--- src/rtl/chan_mux_pkg.sv ---
// chan_mux_pkg: shared encodings for the channel scan multiplexer.
// Holds the mode and FSM state constants used by chan_scan_mux.
package chan_mux_pkg;

  localparam logic MODE_MANUAL = 1'b0;
  localparam logic MODE_SCAN   = 1'b1;

  localparam logic ST_IDLE = 1'b0;
  localparam logic ST_FULL = 1'b1;

endpackage

--- src/rtl/chan_sel_comb.sv ---
// chan_sel_comb: combinational W-bit N:1 channel selector.
// Ports: in (N*W packed), idx (SW) -> dout (W), oor (idx >= N; dout is 0).
module chan_sel_comb
  import chan_mux_pkg::*;
#(
  parameter int N  = 16,
  parameter int W  = 8,
  parameter int SW = $clog2(N)
) (
  input  logic [N*W-1:0] in,
  input  logic [SW-1:0]  idx,
  output logic [W-1:0]   dout,
  output logic           oor
);

  logic hit;

  // An index matching no channel leaves dout at zero.
  always_comb begin
    dout = '0;
    hit  = 1'b0;
    for (int k = 0; k < N; k++) begin
      if (idx == SW'(k)) begin
        dout = in[k*W +: W];
        hit  = 1'b1;
      end
    end
    oor = !hit;
  end

endmodule

--- src/rtl/chan_scan_mux.sv ---
// chan_scan_mux: registered N:1 mux of W-bit channels, manual or scan mode.
// Ports: clk, rst, in, sel, mode, en, y_ready -> y, y_valid, y_chan, sel_err.
module chan_scan_mux
  import chan_mux_pkg::*;
#(
  parameter int N  = 16,
  parameter int W  = 8,
  parameter int SW = $clog2(N)
) (
  input  logic           clk,
  input  logic           rst,
  input  logic [N*W-1:0] in,
  input  logic [SW-1:0]  sel,
  input  logic           mode,
  input  logic           en,
  input  logic           y_ready,
  output logic [W-1:0]   y,
  output logic           y_valid,
  output logic [SW-1:0]  y_chan,
  output logic           sel_err
);

  localparam logic [SW-1:0] LAST = SW'(N - 1);

  logic          state;
  logic [SW-1:0] ptr;
  logic [SW-1:0] c;
  logic [W-1:0]  cdata;
  logic          coor;
  logic          scan;
  logic          load;
  logic          drain;

  assign scan  = (mode == MODE_SCAN);
  assign c     = scan ? ptr : sel;
  assign load  = en && ((state == ST_IDLE) || y_ready);
  assign drain = (state == ST_FULL) && y_ready && !en;

  chan_sel_comb #(
    .N  (N),
    .W  (W),
    .SW (SW)
  ) u_sel (
    .in   (in),
    .idx  (c),
    .dout (cdata),
    .oor  (coor)
  );

  always_ff @(posedge clk) begin
    if (rst) begin
      state   <= ST_IDLE;
      ptr     <= '0;
      y       <= '0;
      y_chan  <= '0;
      sel_err <= 1'b0;
    end else begin
      // ptr only ever reaches LAST, so an out-of-range
      // flag can only come from the manual select.
      sel_err <= load && !scan && coor;
      if (load) begin
        state  <= ST_FULL;
        y      <= cdata;
        y_chan <= c;
        if (scan) begin
          ptr <= (ptr == LAST) ? '0 : ptr + 1'b1;
        end
      end else if (drain) begin
        state <= ST_IDLE;
      end
    end
  end

  assign y_valid = (state == ST_FULL);

endmodule

--- config.mk ---
export PLATFORM = sky130hd
export DESIGN_NAME = chan_scan_mux
export DESIGN_NICKNAME = d
export VERILOG_FILES = /design/src/rtl/chan_mux_pkg.sv /design/src/rtl/chan_sel_comb.sv /design/src/rtl/chan_scan_mux.sv
export SDC_FILE = /design/constraint.sdc
export NUM_CORES = 1
export LEC_CHECK = 0
export CORE_ASPECT_RATIO = 1.25
export CORE_MARGIN = 2
export CORE_UTILIZATION = 38
export DETAILED_ROUTE_END_ITERATION = 12
export GPL_ROUTABILITY_DRIVEN = 0
export GPL_TIMING_DRIVEN = 0
export PLACE_DENSITY = 0.82
export SYNTH_ARGS = -nofsm -noshare
export SYNTH_HDL_FRONTEND = slang
export SYNTH_SLANG_ARGS = --single-unit
export TNS_END_PERCENT = 30
--- constraint.sdc ---
create_clock -name clk -period 2.3 [get_ports clk]
set_clock_uncertainty 0.05 [all_clocks]
set_input_delay 0.46 -clock clk [delete_from_list [all_inputs] [get_ports clk]]
set_output_delay 0.46 -clock clk [all_outputs]
set_load 0.1 [all_outputs]
**Yosys cells after proc, flatten, opt, wreduce, memory -nomap -nowiden**

Cells that the tools add are included.

- Reductions and logical operators: 12
- Bitwise logic cells: 1
- Equal/unequal tests: 16
- Mux-type cells: 36
- $add $sub $neg: 1

Operators with widths:

| operator | number |
|---|---|
| 2-to-1 mux 8 bit | 16 |
| equality test 4 bit (second input constant) | 9 |
| 2-to-1 mux 1 bit | 18 |
| equality test 4 x 3 -> 1 bit (second input constant) | 4 |
| equality test 4 x 2 -> 1 bit (second input constant) | 2 |
| 2-to-1 mux 4 bit | 2 |
| logical AND 1 bit | 5 |
| adder 4 x 1 -> 4 bit (second input constant) | 1 |
| equality test 4 x 1 -> 1 bit (second input constant) | 1 |
| zero test 4 bit | 1 |
| zero test 1 bit | 3 |
| AND reduction 2 bit | 1 |
| nonzero test 2 bit | 1 |
| logical OR 1 bit | 1 |
| inverter 1 bit | 1 |

- Word-level logic and storage cells: 71
- Flip-flop bits (word level): 18
- Bits of input ports: 137

**Logic depth before layout (Yosys ltp)**

- Depth after elaboration: 20
- Gate-level depth with buffers: 9
- Mapped depth without buffers: 6

**Cells and area by module**

A second synthesis with hierarchy kept.

- Cells, all modules: 306
- Area total of the unflattened synthesis: 2257.2 µm²

Modules (own cells, without submodules):

| module | cells an instance | seq. area each (µm²) | area each (µm²) | times used |
|---|---|---|---|---|
| chan_sel_comb | 209 | 0.0 | 1430.1 | 1 |
| chan_scan_mux | 97 | 360.3 | 827.0 | 1 |

**Least setup slack after synthesis**

No wires, ideal clock.

- Path type: register to register
- From: reg state (netlist: y_valid)
- To: reg y[6]
- Buffers on the path: 1
- Cell stages (with the launch flop): 7
- Data arrival time: 2.091 ns
- Data required time: 2.176 ns
- Clock period less this slack: 2.215 ns
- Setup slack: 0.085 ns
- Path through: dfxtp_1 nand2b_1 nand2_1 clkbuf_1 a211oi_1 a311o_1 a31oi_1

- Longest elaborated chain between the ends: 3

RTL lines:

| element | line | RTL |
|---|---|---|
| start: declaration | chan_scan_mux.sv:25 | `logic state;` |
| start signal: assignment | chan_scan_mux.sv:52 | `state <= ST_IDLE;` |
| start signal: assignment | chan_scan_mux.sv:62 | `state <= ST_FULL;` |
| start signal: assignment | chan_scan_mux.sv:69 | `state <= ST_IDLE;` |
| inverter 1 bit | chan_scan_mux.sv:36 | `assign load = en && ((state == ST_IDLE) \|\| y_ready);` |
| logical OR 1 bit | chan_scan_mux.sv:36 |  |
| logical AND 1 bit | chan_scan_mux.sv:36 |  |
| end signal: assignment | chan_scan_mux.sv:63 | `y <= cdata;` |
| end: declaration | chan_scan_mux.sv:17 | `output logic [W-1:0] y,` |

No other way between the ends.
A chain may end at the register's enable or synchronous reset.

**Worst setup path after layout**

- From: reg y[3]
- To: out y[3]

No word-level cell between the ends.

==> results.md <==
Drt:
- The first detailed-routing pass ran for 5 iterations.
- The number of design rule violations left after detail routing is 0.
- The count of nets left with antenna violations after detail routing is 0.
- The ratio of routed vias to standard cells is 6.373.
- The first routing iteration left 447 violations.
- After detailed routing, the total wire length is 11,620 um.
- Across all layers, the routed design uses 3,728 vias.
- The wire length per cell is 19.85 um.

Synth:
- Counting flops and latches in the post-synthesis netlist gives 18.
- Yosys attributes the largest share of cell area to sky130_fd_sc_hd__dfxtp_1 (15%), sky130_fd_sc_hd__o21ai_0 (6.3%), sky130_fd_sc_hd__nor2_1 (4.7%), sky130_fd_sc_hd__a21oi_1 (4.5%), sky130_fd_sc_hd__o211ai_1 (4.3%).
- The number of nets in the synthesized netlist is 485.
- The complex-gate fraction of the synthesized area is 46.61%.
- The synthesized design contains 0 enable-type register cells.
- Sorting the synthesized cells by how often they occur yields sky130_fd_sc_hd__nor2_1 (31), sky130_fd_sc_hd__o21ai_0 (31), sky130_fd_sc_hd__nand2_1 (26), sky130_fd_sc_hd__a21oi_1 (22), sky130_fd_sc_hd__dfxtp_1 (18).
- Of the post-synthesis cell area, the dominant cell type holds 14.59%.
- The mux share of post-synthesis cell area is 8.409%.
- The fraction of the mapped netlist area in adder cells is 0.5066%.
- After synthesis, the largest family of logic cells by area is compound AO/OA/AOI/OAI gates.
- Of the synthesized area, sequential elements account for 14.59%.
- A synthesized cell averages 7.118 um2.
- The cell area after synthesis is 2470 um2.
- Summed over all instances, the cell type with the most area after synthesis is sky130_fd_sc_hd__dfxtp_1.
- Counting flops with an async set or reset pin after synthesis yields a share of 0%.
- The synthesized netlist devotes 22.14% of its cell area to simple gates.
- The number of different library cells in the post-synthesis netlist is 70.
- Of the total synthesized cell area, the portion taken by XOR and XNOR cells is 0.3546%.
- The number of warnings reported in the yosys synthesis log is 0.
- The leading register cell type out of synthesis is sky130_fd_sc_hd__dfxtp_1.
- The post-synthesis cell count is 347.

Die:
- After floorplanning, the core was divided into 32 placement rows.
- The number of ports placed on the die boundary is 151.
- The overall die area is 7165 um2.
- The height of the die is 94.14 um.
- Measured along the x axis, the die boundary spans 76.11 um.
- After floorplanning, the core was sized to cover 6246 um2.
- Once the floorplan was initialized, standard cells occupied 39.54% of the core.

Worst setup path:
- For the worst flop-to-flop path, the logic depth is 8.
- The number of buffers and inverters on the critical path is 1.
- Along the worst path, the maximum fanout reaches 2.
- The cell with the largest stage delay on the worst path is sky130_fd_sc_hd__clkdlybuf4s50_1.
- The worst reg2reg path startpoint is ptr[1]$_SDFFE_PP0P_.
- The worst path required time is 1.79 ns.
- STA classifies the critical path endpoint as an output pin.
- The kind of cell with the highest combined delay along the critical path is buffers and inverters.
- The worst setup path is launched from a register.
- The type of the setup path with the least slack is reg -> out.
- The largest stage delay on the critical path is 1.16 ns.
- The endpoint of the most critical register-to-register path is y[1]$_SDFFE_PP0P_.
- The signal on the critical path passes through clkdlybuf4s50_1.
- The arrival time at the worst endpoint is 1.79 ns.
- The setup slack of the worst register-to-register path is 0.06 ns.

Job:
- The number of max-cap violations is 0.

Clock network:
- The cell sitting at the root of the clock tree is a sky130_fd_sc_hd__clkbuf_8.
- The clock transition at the register clock pins on the worst setup and hold paths after CTS is 0.07 ns.
- The clock tree buffer depth is 2.
- TritonCTS created 3 clock buffers.
- The number of sinks driven by the clock tree is 18.
- The number of hold buffers added after cts is 0.
- The clock tree from TritonCTS is built.
- The clock insertion delay at the later pin of the skew report is 0.25 ns.
- CTS built an H-tree with a depth of 1.

Timing:
- The number of max-slew violations in the final report is 0.
- The final number of hold-violating endpoints is 0.
- The upper clock frequency limit is 435.6 MHz.
- The ratio of final minimum period to clock period is 99.82%.
- The measured slew at the worst slew-check pin is 1.000 ns.
- The headroom to the max-slew limit is 33.12%.
- Setup violations remaining at the end of the flow were counted as 0.
- The post-layout minimum cycle time is 2.296 ns.
- The final worst hold slack is 0.4517 ns.

Power and ir drop:
- In this run the power density over the cells is 337.1 nW/um2.
- For this design the static power due to leakage is 1.519 nW.
- The worst voltage drop across the vdd grid is 0.1709 mV.

Place:
- The number of placed cells counting well taps is 580.
- Input and output buffers added on the ports amount to 148.
- The HPWL after detailed placement is 8954 um.

Cells and area:
- The share of cells above drive strength 1 is 13.80%.
- The area growth from synthesis to final layout is 72.49%.
- The multi-input logic area is 2048 um2.
- The filler cell count in the final layout is 551.
- The number of nets in the layout is 640.
- The finished layout holds 585 standard cells, fillers aside.
- The number of antenna diodes in the final layout is 0.
- In the final layout, flip-flops and latches occupy 361.6 um2.

Min path:
- The worst hold path terminates at y[7]$_SDFFE_PP0P_.
- The worst hold path stage count is 2.
- In this run the worst hold path is classified as reg -> reg.
- The hold path startpoint is y[7]$_SDFFE_PP0P_.

Global routing:
- The number of antenna violations at the first check in global routing came to 0.
- The global route total overflow is 0.
- The pin count of the biggest net entering global routing is 11.
- The first-pass GRT wire length is 17,700 um.
- The via count of the first global-routing pass came to 3,522.
- For this run, the total global-route usage over all layers was measured as 30.53%.

Status:
- The run finished with clean final reports.
[per-stage QoR]
step / setup TNS (ns) / total power, W / util [%] / cell area (um2) / setup WS [ns]
2_1_floorplan: 0 / 0.0007931 / - / 2470 / 0.08528
3_3_place_gp: -5.916 / 0.001159 / 64.96 / 4058 / -0.7894
3_5_place_dp: -6.552 / 0.001168 / 64.96 / 4058 / -0.8501
4_1_cts: 0 / 0.001405 / 67.45 / 4213 / 0.004418
5_1_grt: -0.01321 / 0.001489 / 68.21 / 4260 / -0.01321
6_report: 0 / 0.001436 / 68.21 / 4260 / 0.004234
[layer usage]
metal | part of all wire, % | track usage (%)
met5 | 0 | 0
met4 | 3.8 | 11.06
met3 | 9.8 | 4.135
met2 | 49 | 56.10
met1 | 37 | 36.28
[report_power, final]
group          internal, W  switching [W]  leakage, nW
clock network     0.000116       0.000105       0.0216
registers         0.000333      0.0000153        0.149
logic             0.000404       0.000462         1.35
[kinds of logic (layout without fill, tap and decap cells)]
group	count (synthesis)	in the layout
compound gates	163	163
flops	18	18
mux	16	16
fa+ha+maj	1	1
other cells	1	1
buf+inv	38	191
xor+xnor	1	1
simple gates	109	109
[how the worst max path moves through the flow]
stage	slack, ns	from	depth (start not counted)	endpoint
floorplan	0.09	y_valid$_SDFFE_PP0P_	6	y[6]$_SDFFE_PP0P_
global placement	-0.79	mode	9	y[0]$_SDFFE_PP0P_
detailed placement	-0.85	mode	9	y[0]$_SDFFE_PP0P_
CTS	0.004	ptr[0]$_SDFFE_PP0P_	8	y[0]$_SDFFE_PP0P_
global route	-0.01	y_ready	7	y[2]$_SDFFE_PP0P_
finish	0.004	y[3]$_SDFFE_PP0P_	1	y[3]
[cell usage in the layout (no fill, tap or decap), types with 6 or more instances in the layout]
cell type                         netlist  final
sky130_fd_sc_hd__a211oi_1               9      7
sky130_fd_sc_hd__a21oi_1               22     20
sky130_fd_sc_hd__a22oi_1                6      6
sky130_fd_sc_hd__a31oi_1                7      7
sky130_fd_sc_hd__buf_2                 14      9
sky130_fd_sc_hd__buf_4                  1      7
sky130_fd_sc_hd__clkbuf_2               0      9
sky130_fd_sc_hd__clkdlybuf4s50_1        0    144
sky130_fd_sc_hd__dfxtp_1               18     17
sky130_fd_sc_hd__inv_1                  7      7
sky130_fd_sc_hd__mux2i_1               10     10
sky130_fd_sc_hd__nand2_1               26     25
sky130_fd_sc_hd__nand3_1                9      8
sky130_fd_sc_hd__nor2_1                31     30
sky130_fd_sc_hd__nor3_1                 8      8
sky130_fd_sc_hd__o211ai_1              14     14
sky130_fd_sc_hd__o21ai_0               31     29
sky130_fd_sc_hd__o22ai_1               13     12
[state kept, by name, summed over array words and instances, names as in the netlist]
signal   flops
y_chan       4
ptr          4
sel_err      1
y            8
y_valid      1
[worst reg2reg max path, cell delays in order, from the launching register on]
cell and delay, ns:
sky130_fd_sc_hd__dfxtp_2 0.43, sky130_fd_sc_hd__mux2_2 0.19, sky130_fd_sc_hd__buf_4 0.19, sky130_fd_sc_hd__nor2_1 0.08
sky130_fd_sc_hd__buf_2 0.20, sky130_fd_sc_hd__nand2_2 0.17, sky130_fd_sc_hd__nand3_1 0.10, sky130_fd_sc_hd__or4b_1 0.52
sky130_fd_sc_hd__a41o_1 0.23
[cell type report]
cell class / instances / share of cell area [%]
plain buffers: 30 / 4.317
clock buffers: 3 / 0.9692
inverters: 7 / 0.6167
multi-input cells: 291 / 48.08
flip-flops and latches: 18 / 8.488
well taps: 85 / 2.496
repair buffers: 151 / 35.04
[repair_timing]
action                                  4_1_cts  5_1_grt
cloned                                        1        0
buffers inserted                              1        1
endpoints found under the setup margin        9       11
resized for setup                            40       22
pin swaps                                     2        6
No activity file was read; power rests on OpenSTA's default activity.
==> variant 1 (same flow settings) <==
`W` is set to 8 in 2 places; all go to 6.
--- a/src/rtl/chan_sel_comb.sv
+++ b/src/rtl/chan_sel_comb.sv
@@ -5,5 +5,5 @@
 #(
   parameter int N  = 16,
-  parameter int W  = 8,
+  parameter int W  = 6,
   parameter int SW = $clog2(N)
 ) (
--- a/src/rtl/chan_scan_mux.sv
+++ b/src/rtl/chan_scan_mux.sv
@@ -5,5 +5,5 @@
 #(
   parameter int N  = 16,
-  parameter int W  = 8,
+  parameter int W  = 6,
   parameter int SW = $clog2(N)
 ) (
Ports: changed (resized in and y); port bits go from 151 to 117. The function was not compared with the original's and may differ.
==> variant 1 against the original RTL <==
  * Critical path depth unchanged
  * Sequential share of layout area increased by 1.1 points
  * Sequential cell count fell by 2
  * Clock power decreased by 6%
  * Power decreased by 17%
  * Setup slack better by 0.041 ns
  * Design area down 21%
  * Synthesized area decreased by 18%
  * Routed wire length is 26% lower
  * Critical path type unchanged
  * Highest routed layer unchanged
==> variant 1: results (changes against the original RTL) <==
The first-iteration detailed-routing DRC count was 242 (was 447); the wire length of the first global-routing pass was 13,390 µm (was 17,700 µm). The category of cells accounting for the largest share of critical-path delay is buffers and inverters (unchanged). Leading post-synthesis cells by instance count: nor2_1 (27), o21ai_0 (27), nand2_1 (21) (was nor2_1 (31), o21ai_0 (31), nand2_1 (26)). The clock latency reported for the late side of the worst-skew pair was 0.25 ns (about the same); the setup slack on the worst flop-to-flop path was 0.12 ns (was 0.06 ns).

The worst-case headroom to the max-slew limit is 32.02% (was 33.12%). Largest registers: y (6), ptr (4), y_chan (4) (was y (8), ptr (4), y_chan (4)). The run gives 65 (was 70) as the number of distinct standard cells referenced by the synthesized netlist. The logs give 1.74 ns (was 1.79 ns) for the data arrival time of the worst path and 501 (was 640) for the number of nets in the layout. The overall track demand over capacity in global routing is 27.78% (was 30.53%).

Cell depth of the worst min-delay path: 2 (unchanged). The number of cells produced by synthesis came out at 277 (was 347). Setup slack at placement: -0.5840 ns (was -0.8501 ns). The run finished with clean final reports.

The total of buffers placed on input and output ports was 113 (was 148). The run gives 0.4435 GHz (was 0.4356 GHz) as the top achievable clock speed. The fraction of final layout cells sized beyond drive strength 1 is 13.74% (was 13.80%). The worst-case hold path end point was y[5]$_SDFFE_PP0P_ (was y[7]$_SDFFE_PP0P_). The total power density per cell area was 352.4 nW/µm² (was 337.1 nW/µm²). Startpoint of the worst hold path: rst (was y[7]$_SDFFE_PP0P_). The start point of the critical path is y[2]$_SDFFE_PP0P_ (was y[3]$_SDFFE_PP0P_).

The tools report the half-perimeter wire length after detailed placement as 6579 µm (was 8954 µm). Start of the worst register-to-register path: ptr[2]$_SDFFE_PP0P_ (was ptr[1]$_SDFFE_PP0P_). The tools report the detailed-route via count as 2,835 (was 3,728).

The run gives 17.6% (was 15.4%) as the clock share of power. Class of the tightest hold or removal check: input pin to flop (was flop to flop). For the sequential fraction of the synthesis area, the log shows 15.77% (was 14.59%).

The maximum resistive drop on vdd was 0.1656 mV (was 0.1709 mV). For the leakage component of the power, the log shows 1.198 nW (was 1.519 nW). Worst flop-to-flop path endpoint: y[4]$_SDFFE_PP0P_ (was y[1]$_SDFFE_PP0P_).

For the hold slack, the log shows 0.3851 ns (was 0.4517 ns). Count of non-filler cells in the finished layout: 455 (was 585). The switching part of the total power is 38.80% (was 40.56%), and the via count of the first global-routing pass is 2,747 (was 3,522).

Leading post-synthesis cells by cell area: dfxtp_1 (16%), o21ai_0 (6.7%), nor2_1 (5.0%) (was dfxtp_1 (15%), o21ai_0 (6.3%), nor2_1 (4.7%)). The buffer count from post-CTS setup fixing was 0 (was 1).
-- variant 1: changes by cell type after synthesis, moves of 5 or more --
cell,unedited run,this run
a31oi_1,7,1
or3_1,5,0
clkbuf_8,0,6
a21oi_1,22,17
nand2_1,26,21
o211ai_1,14,3
buf_2,14,7
-- variant 1: cell type report --
type                            instances  area, µm²  area share [%]
Inverter                                4      15.01          0.4463
Tap cell                               62      77.57           2.306
Multi-Input combinational cell        232       1570           46.67
Buffer                                 25      206.4           6.136
Clock buffer                            3      41.29           1.227
Timing Repair Buffer                  113       1132           33.66
Sequential cell                        16      321.6           9.557
-- variant 1: metal layers --
layer | GRT usage (%) | share of wire (%) | vias to the layer above
li1 | - | - | 1325
met4 | 11.05 | 3.0 | 0
met2 | 49.04 | 48 | 203
met5 | 0 | 0 | -
met3 | 2.938 | 9.3 | 24
met1 | 34.52 | 39 | 1283
-- variant 1: cells by family (layout without fill, tap and decap cells) --
| group | count (synthesis) | count (layout) | synth area share (%) |
|---|---|---|---|
| buffers and inverters | 29 | 145 | 10.60 |
| flip-flops | 16 | 16 | 15.77 |
| other | 1 | 1 | 0.1847 |
| AND/OR/NAND/NOR | 97 | 97 | 24.34 |
| AO/OA/AOI/OAI | 122 | 122 | 42.88 |
| adder cells (fa/ha/maj) | 1 | 1 | 0.6160 |
| XOR/XNOR | 1 | 1 | 0.4314 |
| multiplexers | 10 | 10 | 5.176 |
-- variant 1: what timing repair did --
action	CTS	global route
gates resized for setup	17	8
endpoints found under the setup margin	6	6
pin swaps	0	0
gates cloned	0	0
hold endpoints to repair	0	0
==> variant 2 (same settings) <==
Made on the original files. Put one more register stage on the output `sel_err`, cleared by the reset. The value now appears one clock later. The other outputs are not delayed to match.
--- a/src/rtl/chan_scan_mux.sv
+++ b/src/rtl/chan_scan_mux.sv
@@ -22,4 +22,6 @@
 
   localparam logic [SW-1:0] LAST = SW'(N - 1);
+
+  logic sel_err_s0;
 
   logic          state;
@@ -54,9 +56,9 @@
       y       <= '0;
       y_chan  <= '0;
-      sel_err <= 1'b0;
+      sel_err_s0 <= 1'b0;
     end else begin
       // ptr only ever reaches LAST, so an out-of-range
       // flag can only come from the manual select.
-      sel_err <= load && !scan && coor;
+      sel_err_s0 <= load && !scan && coor;
       if (load) begin
         state  <= ST_FULL;
@@ -74,4 +76,12 @@
   assign y_valid = (state == ST_FULL);
 
+  always_ff @(posedge clk) begin
+    if (rst) begin
+      sel_err <= '0;
+    end else begin
+      sel_err <= sel_err_s0;
+    end
+  end
+
 endmodule
 
Check against the original RTL: no difference found for any inputs over 10 cycles, from zero or initial values and one cycle with rst high; that may be too few to reach the edited logic, so the function may still have changed.
==> variant 2 against the original RTL <==
  * Die area shrank 3.3%
  * Critical path type unchanged
  * Routed wire length shrank 6.2%
  * Clock power grew 19%
  * Sequential cell count grew 1
  * Utilization shrank 0.15 points
  * Worst hold slack lost 0.043 ns
  * Design area shrank 2.1%
  * Synthesized area shrank 3.4%
  * Sequential power grew 5%
  * Power grew 3.1%
  * Setup slack gained 0.017 ns
  * Critical path depth is the same
  * First-iteration DRC count grew 4.9%
  * Highest routed layer unchanged
==> variant 2: results (changes against the original RTL) <==
The tools report the combinational share of power as 57.7% (was 60.3%). Leading post-synthesis cells by instance count: nand2_1 (45), nor2_1 (29), a21oi_1 (27) (was nor2_1 (31), o21ai_0 (31), nand2_1 (26)). The data arrival time of the worst path is 1.77 ns (was 1.79 ns). The setup slack at placement was -0.8461 ns (was -0.8501 ns); the standard cell area after detailed placement was 3973 µm² (was 4058 µm²). The via count of the first global-routing pass came out at 3,430 (was 3,522).

Leading post-synthesis cells by cell area: dfxtp_1 (16%), nand2_1 (7.1%), mux4_2 (6.6%) (was dfxtp_1 (15%), o21ai_0 (6.3%), nor2_1 (4.7%)). The sequential fraction of the synthesis area is 15.95% (was 14.59%), and the half-perimeter wire length after detailed placement is 8622 µm (was 8954 µm). Number of nets in the layout: 621 (was 640). The clock latency reported for the late side of the worst-skew pair was 0.28 ns (was 0.25 ns). The tools report the worst flop-to-flop path endpoint as y[7]$_SDFFE_PP0P_ (was y[1]$_SDFFE_PP0P_). Startpoint of the worst hold path: sel_err_s0$_SDFF_PP0_ (was y[7]$_SDFFE_PP0P_). The worst-case hold path end point is sel_err$_SDFF_PP0_ (was y[7]$_SDFFE_PP0P_). The run gives 1.539 nW (was 1.519 nW) as the leakage component of the power. The average vias per placed instance came out at 6.153 (was 6.373). The fraction of final layout cells sized beyond drive strength 1 is 14.32% (was 13.80%). The first-iteration detailed-routing DRC count was 469 (was 447); the maximum resistive drop on vdd was 0.2313 mV (was 0.1709 mV). The pin count of the biggest net entering global routing was 20 (was 11).

Switching part of the total power: 40.87% (was 40.56%). Largest registers: y (8), ptr (4), y_chan (4) (unchanged). The number of distinct standard cells referenced by the synthesized netlist is 63 (was 70). The run finished with clean final reports.

The transition at the pin with the smallest max-transition slack came out at 0.9853 ns (was 1.000 ns). The cell depth of the worst min-delay path is 1 (was 2), and the reported sequential group power is 0.364 mW (was 0.348 mW). The final wirelength was 10,900 µm (was 11,620 µm).
## variant 2: cell types whose count changed after synthesis, sizes merged, moves of 4 or more
| cell | before | now |
|---|---|---|
| nand2 | 26 | 45 |
| o21ai | 35 | 23 |
| a21oi | 22 | 27 |
| mux4 | 2 | 7 |
| o211ai | 14 | 9 |
| inv | 7 | 3 |
| o22ai | 13 | 9 |
| or3 | 5 | 1 |
## variant 2: per-layer routing
metal / share of wire (%) / track usage, % / vias up
met5: 0 / 0 / -
met2: 49 / 49.71 / 267
li1: - / - / 1589
met1: 36 / 36.85 / 1581
met3: 11 / 5.985 / 52
met4: 5.1 / 19.35 / 0
## variant 2: through the flow
stage	total power, mW	setup TNS (ns)	util (%)	hold WS [ns]	cells
floorplan	0.8061	0	-	0.3638	332
global placement	1.173	-7.927	64.85	0.3742	565
detailed placement	1.180	-8.422	64.85	0.3868	565
CTS	1.447	0	66.73	0.4092	568
global route	1.528	-0.0003653	68.06	0.4382	567
finish	1.480	0	68.06	0.4083	567
## variant 2: cells by family (layout without fill, tap and decap cells)
kind of cell | Yosys count | in the layout | synth area share [%]
AOI/OAI and AO/OA | 133 | 133 | 38.67
and+or+nand+nor | 121 | 121 | 23.87
DFF | 19 | 19 | 15.95
muxes | 22 | 22 | 13.59
buffers and inverters | 34 | 184 | 6.873
xor gates and xnor gates | 1 | 1 | 0.3673
adders and majority gates | 1 | 1 | 0.5246
other | 1 | 1 | 0.1572
## variant 2: worst max path at each step
stage | from | to | slack (ns)
detailed placement | mode | y[6]$_SDFFE_PP0P_ | -0.85
floorplan | sel[1] | y[2]$_SDFFE_PP0P_ | 0.1
finish | y[4]$_SDFFE_PP0P_ | y[4] | 0.02
CTS | mode | y[6]$_SDFFE_PP0P_ | 0.01
global placement | mode | y[6]$_SDFFE_PP0P_ | -0.87
global route | y_ready | y[0]$_SDFFE_PP0P_ | -0.0004
## variant 2: worst reg2reg max path, delay by kind of cell (launching register included)
family	cells	cell delay, ns
AO/OA/AOI/OAI	5	0.97
buffers and inverters	3	0.59
flip-flops	1	0.39
multiplexers	1	0.17
## variant 2: area by class of cell
class,count,area (µm²)
clock inverter,1,5.005
sequential,19,381.6
tap,85,106.4
clock buffer,3,41.29
inverter,3,11.26
buffer,28,175.2
timing repair buffer,149,1481
multi-input combinational,279,1967
fill,547,1957
## variant 2: repair_timing
action / 4_1_cts / 5_1_grt
setup endpoints to repair: 12 / 13
buffers inserted: 1 / 0
hold endpoints to repair: 0 / 0
resized for setup: 30 / 37
pin swaps: 5 / 0
